$ cat src/rtl/hist_collector_if.sv
// Signal bundle between the histogram collector, the pixel source, the
// rebuilder handshake and port A of the raw histogram RAM.
interface hist_collector_if #(
    parameter int BIN_W     = 14,
    parameter int CNT_W     = 18,
    parameter int PIX_CNT_W = 20
);
    // pix_valid qualifies pix_data/sof/eof with no backpressure; raw_hist_rdy
    // is a level meaning "RAM frozen", and raw_hist_upd is level-sampled only
    // while raw_hist_rdy is high.
    logic [BIN_W-1:0]     pix_data;
    logic                 pix_valid;
    logic                 pix_sof;
    logic                 pix_eof;
    logic                 raw_hist_upd;
    logic                 raw_hist_rdy;
    logic                 hist_ram_we;
    logic [BIN_W-1:0]     hist_ram_addr;
    logic [CNT_W-1:0]     hist_ram_din;
    logic [CNT_W-1:0]     hist_ram_dout;
    logic [PIX_CNT_W-1:0] frame_pix_cnt;
    logic                 pix_overrun;

    modport master (
        input  pix_data, pix_valid, pix_sof, pix_eof, raw_hist_upd, hist_ram_dout,
        output raw_hist_rdy, hist_ram_we, hist_ram_addr, hist_ram_din,
               frame_pix_cnt, pix_overrun
    );

    modport slave (
        output pix_data, pix_valid, pix_sof, pix_eof, raw_hist_upd, hist_ram_dout,
        input  raw_hist_rdy, hist_ram_we, hist_ram_addr, hist_ram_din,
               frame_pix_cnt, pix_overrun
    );
endinterface

$ cat src/rtl/hist_collector.sv
// Clears the raw histogram RAM, accumulates one frame through port A with a
// 4-cycle read-modify-write per pixel, then freezes the RAM and raises ready.
module hist_collector #(
    parameter int BIN_W     = 14,
    parameter int CNT_W     = 18,
    parameter int PIX_CNT_W = 20
) (
    input  logic                  clk,
    input  logic                  srst,
    hist_collector_if.master      bus,
    output logic [1:0]            dbg_state
);
    typedef enum logic [1:0] {
        ST_CLEAR    = 2'd0,
        ST_WAIT_SOF = 2'd1,
        ST_ACCUM    = 2'd2,
        ST_IDLE     = 2'd3
    } state_t;

    localparam logic [BIN_W-1:0]     ADDR_LAST = '1;
    localparam logic [CNT_W-1:0]     CNT_MAX   = '1;
    localparam logic [PIX_CNT_W-1:0] PIX_MAX   = '1;

    state_t               state_q, state_d;
    logic [1:0]           phase_q, phase_d;
    logic                 eof_pend_q, eof_pend_d;
    logic                 rdy_q, rdy_d;
    logic                 we_q, we_d;
    logic [BIN_W-1:0]     addr_q, addr_d;
    logic [CNT_W-1:0]     din_q, din_d;
    logic [PIX_CNT_W-1:0] pix_cnt_q, pix_cnt_d;
    logic [PIX_CNT_W-1:0] frame_cnt_q, frame_cnt_d;
    logic                 ovr_q, ovr_d;
    logic                 accept;

    always_comb begin
        state_d     = state_q;
        phase_d     = phase_q;
        eof_pend_d  = eof_pend_q;
        rdy_d       = rdy_q;
        we_d        = we_q;
        addr_d      = addr_q;
        din_d       = din_q;
        pix_cnt_d   = pix_cnt_q;
        frame_cnt_d = frame_cnt_q;
        ovr_d       = ovr_q;
        accept      = 1'b0;

        case (state_q)
            ST_CLEAR: begin
                din_d = '0;
                if (!we_q) begin
                    we_d   = 1'b1;
                    addr_d = '0;
                end else if (addr_q == ADDR_LAST) begin
                    we_d    = 1'b0;
                    addr_d  = '0;
                    state_d = ST_WAIT_SOF;
                end else begin
                    addr_d = addr_q + BIN_W'(1);
                end
            end

            ST_WAIT_SOF: begin
                if (bus.pix_valid && bus.pix_sof) begin
                    accept    = 1'b1;
                    pix_cnt_d = PIX_CNT_W'(1);
                    state_d   = ST_ACCUM;
                end
            end

            ST_ACCUM: begin
                if (phase_q == 2'd0) begin
                    if (bus.pix_valid) begin
                        accept    = 1'b1;
                        pix_cnt_d = (pix_cnt_q == PIX_MAX) ? pix_cnt_q
                                                           : pix_cnt_q + PIX_CNT_W'(1);
                    end
                end else if (bus.pix_valid) begin
                    // Pixel arrived while a read-modify-write is in flight.
                    ovr_d = 1'b1;
                    if (bus.pix_eof) eof_pend_d = 1'b1;
                end

                case (phase_q)
                    2'd1: phase_d = 2'd2;
                    2'd2: begin
                        din_d   = (bus.hist_ram_dout == CNT_MAX) ? CNT_MAX
                                                                 : bus.hist_ram_dout + CNT_W'(1);
                        we_d    = 1'b1;
                        phase_d = 2'd3;
                    end
                    2'd3: begin
                        we_d    = 1'b0;
                        phase_d = 2'd0;
                        if (eof_pend_q || (bus.pix_valid && bus.pix_eof)) begin
                            eof_pend_d  = 1'b0;
                            frame_cnt_d = pix_cnt_q;
                            rdy_d       = 1'b1;
                            state_d     = ST_IDLE;
                        end
                    end
                    default: ;
                endcase
            end

            ST_IDLE: begin
                if (bus.raw_hist_upd) begin
                    rdy_d   = 1'b0;
                    state_d = ST_CLEAR;
                end
            end

            default: state_d = ST_CLEAR;
        endcase

        if (accept) begin
            addr_d     = bus.pix_data;
            we_d       = 1'b0;
            phase_d    = 2'd1;
            eof_pend_d = bus.pix_eof;
        end
    end

    always_ff @(posedge clk) begin
        if (srst) begin
            state_q     <= ST_CLEAR;
            phase_q     <= 2'd0;
            eof_pend_q  <= 1'b0;
            rdy_q       <= 1'b0;
            we_q        <= 1'b0;
            addr_q      <= '0;
            din_q       <= '0;
            pix_cnt_q   <= '0;
            frame_cnt_q <= '0;
            ovr_q       <= 1'b0;
        end else begin
            state_q     <= state_d;
            phase_q     <= phase_d;
            eof_pend_q  <= eof_pend_d;
            rdy_q       <= rdy_d;
            we_q        <= we_d;
            addr_q      <= addr_d;
            din_q       <= din_d;
            pix_cnt_q   <= pix_cnt_d;
            frame_cnt_q <= frame_cnt_d;
            ovr_q       <= ovr_d;
        end
    end

    assign bus.raw_hist_rdy  = rdy_q;
    assign bus.hist_ram_we   = we_q;
    assign bus.hist_ram_addr = addr_q;
    assign bus.hist_ram_din  = din_q;
    assign bus.frame_pix_cnt = frame_cnt_q;
    assign bus.pix_overrun   = ovr_q;
    assign dbg_state         = state_q;
endmodule

$ cat src/flat_wrapper.sv
// flat-port wrapper written by rule: the top's interface ports become plain ports
module hist_collector_flat 
#(
    parameter int BIN_W     = 14,
    parameter int CNT_W     = 18,
    parameter int PIX_CNT_W = 20
)
  (clk, srst, dbg_state, bus_pix_data, bus_pix_valid, bus_pix_sof, bus_pix_eof, bus_raw_hist_upd, bus_hist_ram_dout, bus_raw_hist_rdy, bus_hist_ram_we, bus_hist_ram_addr, bus_hist_ram_din, bus_frame_pix_cnt, bus_pix_overrun);
  hist_collector_if #(.BIN_W(BIN_W), .CNT_W(CNT_W), .PIX_CNT_W(PIX_CNT_W)) bus_i ();
  input  logic clk;
  input  logic srst;
  output logic [1:0] dbg_state;
  input wire logic [$bits(bus_i.pix_data)-1:0] bus_pix_data;
  input wire logic [$bits(bus_i.pix_valid)-1:0] bus_pix_valid;
  input wire logic [$bits(bus_i.pix_sof)-1:0] bus_pix_sof;
  input wire logic [$bits(bus_i.pix_eof)-1:0] bus_pix_eof;
  input wire logic [$bits(bus_i.raw_hist_upd)-1:0] bus_raw_hist_upd;
  input wire logic [$bits(bus_i.hist_ram_dout)-1:0] bus_hist_ram_dout;
  output wire logic [$bits(bus_i.raw_hist_rdy)-1:0] bus_raw_hist_rdy;
  output wire logic [$bits(bus_i.hist_ram_we)-1:0] bus_hist_ram_we;
  output wire logic [$bits(bus_i.hist_ram_addr)-1:0] bus_hist_ram_addr;
  output wire logic [$bits(bus_i.hist_ram_din)-1:0] bus_hist_ram_din;
  output wire logic [$bits(bus_i.frame_pix_cnt)-1:0] bus_frame_pix_cnt;
  output wire logic [$bits(bus_i.pix_overrun)-1:0] bus_pix_overrun;
  assign bus_i.pix_data = bus_pix_data;
  assign bus_i.pix_valid = bus_pix_valid;
  assign bus_i.pix_sof = bus_pix_sof;
  assign bus_i.pix_eof = bus_pix_eof;
  assign bus_i.raw_hist_upd = bus_raw_hist_upd;
  assign bus_i.hist_ram_dout = bus_hist_ram_dout;
  assign bus_raw_hist_rdy = bus_i.raw_hist_rdy;
  assign bus_hist_ram_we = bus_i.hist_ram_we;
  assign bus_hist_ram_addr = bus_i.hist_ram_addr;
  assign bus_hist_ram_din = bus_i.hist_ram_din;
  assign bus_frame_pix_cnt = bus_i.frame_pix_cnt;
  assign bus_pix_overrun = bus_i.pix_overrun;
  hist_collector #(.BIN_W(BIN_W), .CNT_W(CNT_W), .PIX_CNT_W(PIX_CNT_W)) u_core (.clk(clk), .srst(srst), .bus(bus_i), .dbg_state(dbg_state));
endmodule
$ cat config.mk
export PLATFORM = sky130hd
export DESIGN_NAME = hist_collector_flat
export DESIGN_NICKNAME = d
export VERILOG_FILES = /design/src/rtl/hist_collector_if.sv /design/src/rtl/hist_collector.sv /design/src/flat_wrapper.sv
export SDC_FILE = /design/constraint.sdc
export NUM_CORES = 1
export LEC_CHECK = 0
export CAP_MARGIN = 20
export CELL_PAD_IN_SITES_DETAIL_PLACEMENT = 1
export CELL_PAD_IN_SITES_GLOBAL_PLACEMENT = 2
export CORE_MARGIN = 2
export CORE_UTILIZATION = 30
export CTS_BUF_LIST = sky130_fd_sc_hd__clkbuf_8
export CTS_CLUSTER_DIAMETER = 30
export DETAILED_ROUTE_END_ITERATION = 8
export GPL_TIMING_DRIVEN = 0
export PLACE_DENSITY_LB_ADDON = 0.08
export SYNTH_ARGS = -nofsm -noshare
export SYNTH_HDL_FRONTEND = slang
export SYNTH_SLANG_ARGS = --single-unit
$ cat constraint.sdc
create_clock -name clk -period 2.82 [get_ports clk]
set_input_delay 0.564 -clock clk [delete_from_list [all_inputs] [get_ports clk]]
set_output_delay 0.564 -clock clk [all_outputs]
set_load 0.01 [all_outputs]
[Word-level counts from Yosys, hierarchy flattened]
Index checks and enable logic that the tools add are counted.
Word-level totals
  word-level logic and storage cells: 98
  output and inout port bits: 57
  register bits: 80
  bits of input ports: 38
Operators by class
  mux-type cells: 41
  eq/ne operators: 20
  $add $sub $neg: 3
  bitwise operators: 1
  reduce and logical (&&, ||, !) cells: 22
Operators with widths (number)
  $mux W20: 4
  $mux W14: 4
  $pmux W20 S2: 1
  $mux W18: 2
  $pmux W18 S2: 1
  $add A20 B1 Y20 const B: 1
  $eq A20 B20 Y1 const B: 1
  $add A18 B1 Y18 const B: 1
  $eq A18 B18 Y1 const B: 1
  $mux W1: 17
  $add A14 B1 Y14 const B: 1
  $eq A14 B14 Y1 const B: 1
  $mux W2: 6
  $ne A2 B1 Y1 const B: 6
  $reduce_bool A2 Y1: 5
  $eq A2 B2 Y1 const B: 4
  $ne A2 B2 Y1 const B: 4
  $pmux W1 S2: 4
  $pmux W2 S4: 1
  $reduce_and A2 Y1: 4
  $pmux W2 S3: 1
  $reduce_and A3 Y1: 2
  $reduce_and A6 Y1: 1
  $reduce_and A5 Y1: 1
  other kinds (10): 13

[Longest topological paths before layout]
Gate-level depths: netlist of run 1.
  depth after elaboration: 7
  depth in mapped cells: 9
  mapped depth without buffers: 7

[Worst setup path after synthesis of run 1]
OpenSTA, ideal clock, no wires.
  path type: reg2reg
  from: reg u_core.state_q[0], in the netlist u_core.dbg_state[0]
  to: reg u_core.pix_cnt_q[7]
  path buffers: 1
  slack: 0.781 ns
  clock period less this slack: 2.039 ns
  arrival: 1.948 ns
  stages on the path, launching flop included: 9
  path through: dfxtp_1 -> inv_1 -> ha_1 -> nand2_1 -> a211o_1 -> a31oi_1 -> buf_4 -> a31oi_1 -> a311oi_1
Between the ends
  word-level cells in the longest chain between the ends: 3
  elaborated cells on any way between the ends: 9
Ends and longest elaborated chain
  start, declared: line hist_collector.sv:24  | state_t state_q, state_d;
  start signal, assigned: line hist_collector.sv:138  | state_q <= state_d;
  $eq A2 B2 Y1 / $eq A2 B1 Y1 (equally long branches): line hist_collector.sv:49  | case (state_q)
  $ne A2 B1 Y1 (no line) (tied with other cells)
  $reduce_and A5 Y1 (no line)
  end signal, assigned: line hist_collector.sv:145  | pix_cnt_q <= pix_cnt_d;
  end, declared: line hist_collector.sv:31  | logic [PIX_CNT_W-1:0] pix_cnt_q, pix_cnt_d;
Several ways; a longest one is shown, not always the timed one.
A chain may end at the register's enable or synchronous reset.

[Final worst setup path of run 1]
  from: reg u_core.state_q[0], in the netlist u_core.dbg_state[0]
  to: reg u_core.din_q[5], in the netlist u_core.bus.hist_ram_din[5]
Between the ends
  word-level cells in the longest chain between the ends: 3
  elaborated cells on any way between the ends: 6
Ends and longest elaborated chain
  $eq A2 B2 Y1 / $logic_not A2 Y1 (equally long branches): line hist_collector.sv:49
  $ne A2 B2 Y1 (no line) / $reduce_bool A2 Y1 (equally long branches)
  $reduce_and A2 Y1 (no line)
  end signal, assigned: line hist_collector.sv:144  | din_q <= din_d;
  end, declared: line hist_collector.sv:30  | logic [CNT_W-1:0] din_q, din_d;
Several ways; a longest one is shown, not always the timed one.

==> flow_summary.ini, run 1 <==
[status]
outcome = complete, no violations

[power_and_ir_drop]
seqPwrFrac_pct = 43.4
p_total_mw = 2.735
p_clk_share_pct = 37.7
power.switching_mw = 0.8214
irDropWorstVdd_uv = 342.1
leakagePower_nw = 1.784
p_int_mw = 1.914
combPwrFrac_pct = 18.9
power_density_mw_per_mm2 = 498.2
sw_frac_of_total_pct = 30.03

[clock_tree]
cts_tree = done
clock-root-buffer = clkbuf_8
clk_pin_slew_ps = 90
numClockSinks = 80
numCtsBuffers = 9
clock_path_buffers = 2
htreeDepth = 3
postCtsSetupBuffers = 0
clkLatencyLatePin_ps = 380
ctsHoldBuffers = 0

[floorplanning]
initial_core_util_pct = 30.84
die_width_microns = 120.7
dieArea_sq_mm = 0.01456
io_pins = 95
rows = 42
core_sq_mm = 0.01324
fp.dieH_microns = 120.7

[synth]
yosys.cell_types.count = 60
synthCells = 510
ys_seq_area_share_pct = 39.22
async_flop_share_pct = 0
synth_top_area_share_pct = 39.22
ys.flop_type = dfxtp_1
syn-num-nets = 559
syn-cell-area_sq_mm = 0.004084
synth_seq_cells = 80
synth_edf_count = 0
syn_avg_cell_area_sq_um = 8.008
synth_area_leader_cell = dfxtp_1
yosysWarnings = 0
ys_top_cells_by_area = dfxtp_1, nand2_1, a21oi_1

[grt]
grt_start_max_net_pins = 14
grt_pass1_vias = 4334
grt_pass1_wl_microns = 22630
track_usage_pct = 19.66
grt.overflow.total = 0
grt_antenna_before_repair = 0

[final_layout]
fillers = 1626
layout_common_cells = nand2_1, clkdlybuf4s50_1, dfxtp_1
areaGrowthSynthToFinish_pct = 34.44
drive_gt1_share_pct = 5.161
layout_commonest_cell = nand2_1
layout.nets = 664
n_antenna_cell = 0

[timing]
finalCritPeriodShare_pct = 89.45
relSlewSlack_pct = 44.37
fin_skew_ps = 10.14
worstMarginPinSlew_ps = 834.4
setup_violations = 0
fmax_ghz = 0.3964
timing.final.ws_setup_ps = 297.4
slew_viol_final = 0
layout_min_cycle_time_ps = 2523
hold_viol = 0
rsz0062_at_grt = no

[worst_setup_path]
reg2regPathDepth = 7
path_delay_family = buffers and inverters
crit_fanout = 10
crit_cells = 7
crit_slowest_cell = a31oi_1
worstPathArrival_ps = 2750
crit_type = register to register
r2r_setup_slack_ps = 300
worst_ep_required_time_ps = 3050
cpMostUsedCell = clkbuf_1
critPathCaptureType = register
worstPathCellList = inv_1, ha_1, clkbuf_1, nand2_1, a31oi_1, clkbuf_1, a221oi_1
reg2reg_from = u_core.dbg_state[0]
worst-path-buf-inv = 3
crit_path_start_kind = register
cp-endpoint = u_core.bus.hist_ram_din[5]
critPathMaxStageDelay_ps = 450
crit_path_start = u_core.dbg_state[0]
rr_endpoint = u_core.bus.hist_ram_din[5]

[routing]
wl_per_cell_microns = 17.51
drt_iter0_drc = 159
wirelength_microns = 13930
drc = 0
vias = 4207
detail-route-antenna-nets = 0
drt_pass1_iterations = 4
viasPerCell = 5.285

[hold_path]
holdCritPathClass = register to register

[placement]
portBuffers = 94
globalplace.congestion = 0.8056
pre_cts_ws_ps = -254.4
dp_hpwl_microns = 10360

[flow_run]
maxCapViolations = 0
-- per-stage QoR --
stage	instances	TNS (ps)	hold slack [ps]	utilization [%]	cell area (sq um)
2_1_floorplan	510	0	445.1	-	4084
3_3_place_gp	780	-1004	447.0	39.61	5245
6_report	796	0	459.5	41.46	5490
3_5_place_dp	780	-2377	451.7	39.61	5245
4_1_cts	796	0	463.7	41.42	5485
5_1_grt	796	0	490.7	41.46	5490
-- worst register-to-register path: stages (launching register included) --
cell and delay, ps:
dfxtp_1 370, inv_1 110, ha_1 270, clkbuf_1 390, nand2_1 150, a31oi_1 460
clkbuf_1 450, a221oi_1 170
-- synth_stat cells, types with 10 or more instances --
cell,instances
o21ai_0,18
nand3_1,21
clkbuf_1,23
a21oi_1,44
inv_1,14
nor3_1,11
nor2_1,33
ha_1,11
nand2_1,100
dfxtp_1,80
a221oi_1,16
and3_1,10
-- cell type report --
class / count / area, sq um / share of cell area [%]
Multi-Input combinational cell: 386 / 2301 / 41.91
Sequential cell: 80 / 1602 / 29.17
Timing Repair Buffer: 94 / 940.9 / 17.14
Tap cell: 176 / 220.2 / 4.011
Clock buffer: 12 / 165.2 / 3.008
Buffer: 29 / 130.1 / 2.370
Clock inverter: 4 / 75.07 / 1.367
Inverter: 15 / 56.30 / 1.026
-- state kept, by name (all words and copies together), names as in the netlist --
name,flops
u_core.dbg_state,2
u_core.phase_q,2
u_core.bus.pix_overrun,1
u_core.bus.hist_ram_addr,14
u_core.bus.frame_pix_cnt,20
u_core.eof_pend_q,1
u_core.bus.hist_ram_din,18
u_core.bus.hist_ram_we,1
u_core.bus.raw_hist_rdy,1
u_core.pix_cnt_q,20
-- layer usage --
| layer | global-route usage [%] | vias up | part of all wire (%) |
|---|---|---|---|
| li1 | - | 2072 | - |
| met3 | 4.764 | 19 | 3.3 |
| met5 | 0 | - | 0 |
| met2 | 33.69 | 69 | 49 |
| met1 | 24.69 | 2047 | 46 |
| met4 | 5.015 | 0 | 1.7 |
-- how the worst min path moves through the flow --
stage,from,to,slack (ps),cells after the start
4_1_cts,u_core.bus.frame_pix_cnt[11],u_core.bus.frame_pix_cnt[11],460,2
2_1_floorplan,u_core.pix_cnt_q[18],u_core.bus.frame_pix_cnt[18],450,2
5_1_grt,u_core.bus.frame_pix_cnt[2],u_core.bus.frame_pix_cnt[2],490,2
6_report,u_core.bus.frame_pix_cnt[11],u_core.bus.frame_pix_cnt[11],460,2
3_3_place_gp,u_core.bus.frame_pix_cnt[9],u_core.bus.frame_pix_cnt[9],450,2
3_5_place_dp,u_core.bus.frame_pix_cnt[11],u_core.bus.frame_pix_cnt[11],450,2
-- logic make-up after synthesis --
| family | after synthesis | synth area share, % |
|---|---|---|
| fa+ha+maj | 11 | 3.370 |
| mux | 4 | 1.011 |
| xor+xnor | 18 | 3.861 |
| flops | 80 | 39.22 |
| buf+inv | 44 | 4.564 |
| simple gates | 214 | 24.66 |
| compound gates | 139 | 23.32 |
-- power by group through the flow --
stage / Clock (mW) / Combinational (mW) / Sequential, mW
CTS: 1.06 / 0.524 / 1.19
floorplan: 0 / 0.288 / 1.21
global route: 1.10 / 0.571 / 1.19
detailed placement: 0 / 0.521 / 1.21
finish: 1.03 / 0.517 / 1.19
global placement: 0 / 0.509 / 1.21
-- repair_timing --
action | CTS | global route
gates resized for setup | 0 | 1
endpoints found under the setup margin | 0 | 8
endpoints found under the hold margin | 0 | 0
Note: power is estimated with default switching activity, not from simulation.
==> inputs of run 2 (changes only) <==
--- a/config.mk
+++ b/config.mk
@@ -15,6 +15,7 @@
 export DETAILED_ROUTE_END_ITERATION = 8
 export GPL_TIMING_DRIVEN = 0
 export PLACE_DENSITY_LB_ADDON = 0.08
+export SLEW_MARGIN = 20
 export SYNTH_ARGS = -nofsm -noshare
 export SYNTH_HDL_FRONTEND = slang
 export SYNTH_SLANG_ARGS = --single-unit
==> results of run 2 <==
No change in the layout: final DEF, timing and power equal those of run 1.
==> inputs of run 3 (changes only) <==
--- a/config.mk
+++ b/config.mk
@@ -9,12 +9,12 @@
 export CELL_PAD_IN_SITES_DETAIL_PLACEMENT = 1
 export CELL_PAD_IN_SITES_GLOBAL_PLACEMENT = 2
 export CORE_MARGIN = 2
-export CORE_UTILIZATION = 30
+export CORE_UTILIZATION = 25
 export CTS_BUF_LIST = sky130_fd_sc_hd__clkbuf_8
 export CTS_CLUSTER_DIAMETER = 30
 export DETAILED_ROUTE_END_ITERATION = 8
 export GPL_TIMING_DRIVEN = 0
-export PLACE_DENSITY_LB_ADDON = 0.08
+export PLACE_DENSITY = 0.82
 export SLEW_MARGIN = 20
 export SYNTH_ARGS = -nofsm -noshare
 export SYNTH_HDL_FRONTEND = slang
==> run 3 against run 2 <==
Sequential cell count stayed put. Hold slack got worse by 1.1 ps. Design area rose by 0.46%. Cell count grew 5.0%. Routed wire length grew 4.7%. Clock-buffer cell count down 3. First-iteration DRC count increased by 27%. Clock power decreased by 4%. Combinational power up 2%. Worst setup slack worse by 75 ps. Die area increased by 19%.
==> flow_summary.ini, run 3 (synthesis results as in run 1) <==
[power_and_ir_drop]
p_clk_share_pct = 36.5
leakagePower_nw = 1.782
p_total_mw = 2.702
sw_frac_of_total_pct = 31.72
power.switching_mw = 0.8572
seqPwrFrac_pct = 44.0
power_density_mw_per_mm2 = 489.9
combPwrFrac_pct = 19.5
irDropWorstVdd_uv = 250.5
p_int_mw = 1.845

[final_layout]
fin_area_sq_mm = 0.005515
n_antenna_cell = 0
layout.nets = 664
layout_commonest_cell = nand2_1
stdcell_count = 836
layout_common_cells = nand2_1, clkdlybuf4s50_1, dfxtp_1
areaGrowthSynthToFinish_pct = 35.05
final_core_util_pct = 34.59
drive_gt1_share_pct = 4.839

[worst_setup_path]
crit_path_start_kind = primary input
worst-path-buf-inv = 2
crit_fanout = 10
worst_ep_required_time_ps = 3100
path_delay_family = buffers and inverters
worstPathArrival_ps = 2880
crit_path_start = bus_hist_ram_dout[0]
r2r_setup_slack_ps = 230
crit_slowest_cell = clkdlybuf4s50_1
reg2reg_from = u_core.dbg_state[0]
critPathCaptureType = register
worstPathCellList = clkdlybuf4s50_1, ha_1, nand3_1, nor3_1, a31oi_1, clkbuf_1, a221oi_1
critPathMaxStageDelay_ps = 550
crit_type = primary input to register

[routing]
vias = 4258
wl_per_cell_microns = 17.44
drt_pass1_iterations = 4
wl_met3_microns = 621
wirelength_microns = 14580
drt_iter0_drc = 202
drc = 0
viasPerCell = 5.093
wl_met1_microns = 7092
highest_layer = met4
met2_length_microns = 6649
detail-route-antenna-nets = 0

[placement]
globalplace.congestion = 0.7897
dp_hpwl_microns = 10950
pre_cts_ws_ps = -142.1
portBuffers = 94
dp.cells = 820
place_area_sq_mm = 0.005295

[timing]
fmax_ghz = 0.3850
worstMarginPinSlew_ps = 968.3
slew_viol_final = 0
rsz0062_at_grt = no
setup_violations = 0
fin_skew_ps = 11.72
relSlewSlack_pct = 34.60
fin_hold_ws_ps = 458.4
finalCritPeriodShare_pct = 92.12
tns_ps = 0
hold_viol = 0
timing.final.ws_setup_ps = 222.3
layout_min_cycle_time_ps = 2598

[clock_tree]
numCtsBuffers = 9
clock-root-buffer = clkbuf_8
clkLatencyLatePin_ps = 380
cts_tree = done
clk_pin_slew_ps = 80
ctsHoldBuffers = 0
clock_path_buffers = 2
numClockSinks = 80
htreeDepth = 3
postCtsSetupBuffers = 0
post_cts_resized = 0

[floorplanning]
core_sq_mm = 0.01594
fp.dieH_microns = 131.8
rows = 46
die_width_microns = 131.8
io_pins = 95
initial_core_util_pct = 25.62
dieArea_sq_mm = 0.01737

[grt]
grt.overflow.total = 0
track_usage_pct = 16.98
grt_pass1_vias = 4311
grt_start_max_net_pins = 15
grt_pass1_wl_microns = 23580
grt_antenna_before_repair = 0

[flow_run]
maxCapViolations = 0

[hold_path]
holdCritPathClass = register to register
hp-start = u_core.bus.frame_pix_cnt[18]

[status]
outcome = complete, no violations
[run 3: metal layers]
metal  vias up  GRT usage (%)
met3        18          3.230
met1      2068          22.94
met2       104          27.37
li1       2068              -
met4         0          5.435
met5         -              0
[run 3: worst min-delay path, stage by stage (launching register included)]
cell and delay (ps):
dfxtp_1 320, nand2_1 50, a21oi_1 50
[run 3: final timing paths]
kind                                                endpoint  depth (start not counted)
worst min-delay path            u_core.bus.frame_pix_cnt[18]                          2
worst max register to register           u_core.pix_cnt_q[7]                          8
worst min register to register  u_core.bus.frame_pix_cnt[18]                          2
worst max-delay path              u_core.bus.hist_ram_din[7]                          7
[run 3: power by group through the flow]
stage,Clock (mW),Combinational (mW),Sequential (mW)
floorplan,0,0.288,1.21
global placement,0,0.503,1.21
detailed placement,0,0.524,1.21
CTS,1.02,0.527,1.19
global route,1.07,0.579,1.19
finish,0.987,0.527,1.19
[run 3: layout make-up]
type                            count  area, sq um
Clock buffer                        9        123.9
Multi-Input combinational cell    386         2296
Fill cell                        1937        10430
Timing Repair Buffer               94        940.9
Clock inverter                      7        96.34
Sequential cell                    80         1602
Tap cell                          216        270.3
Inverter                           15        56.30
Buffer                             29        130.1
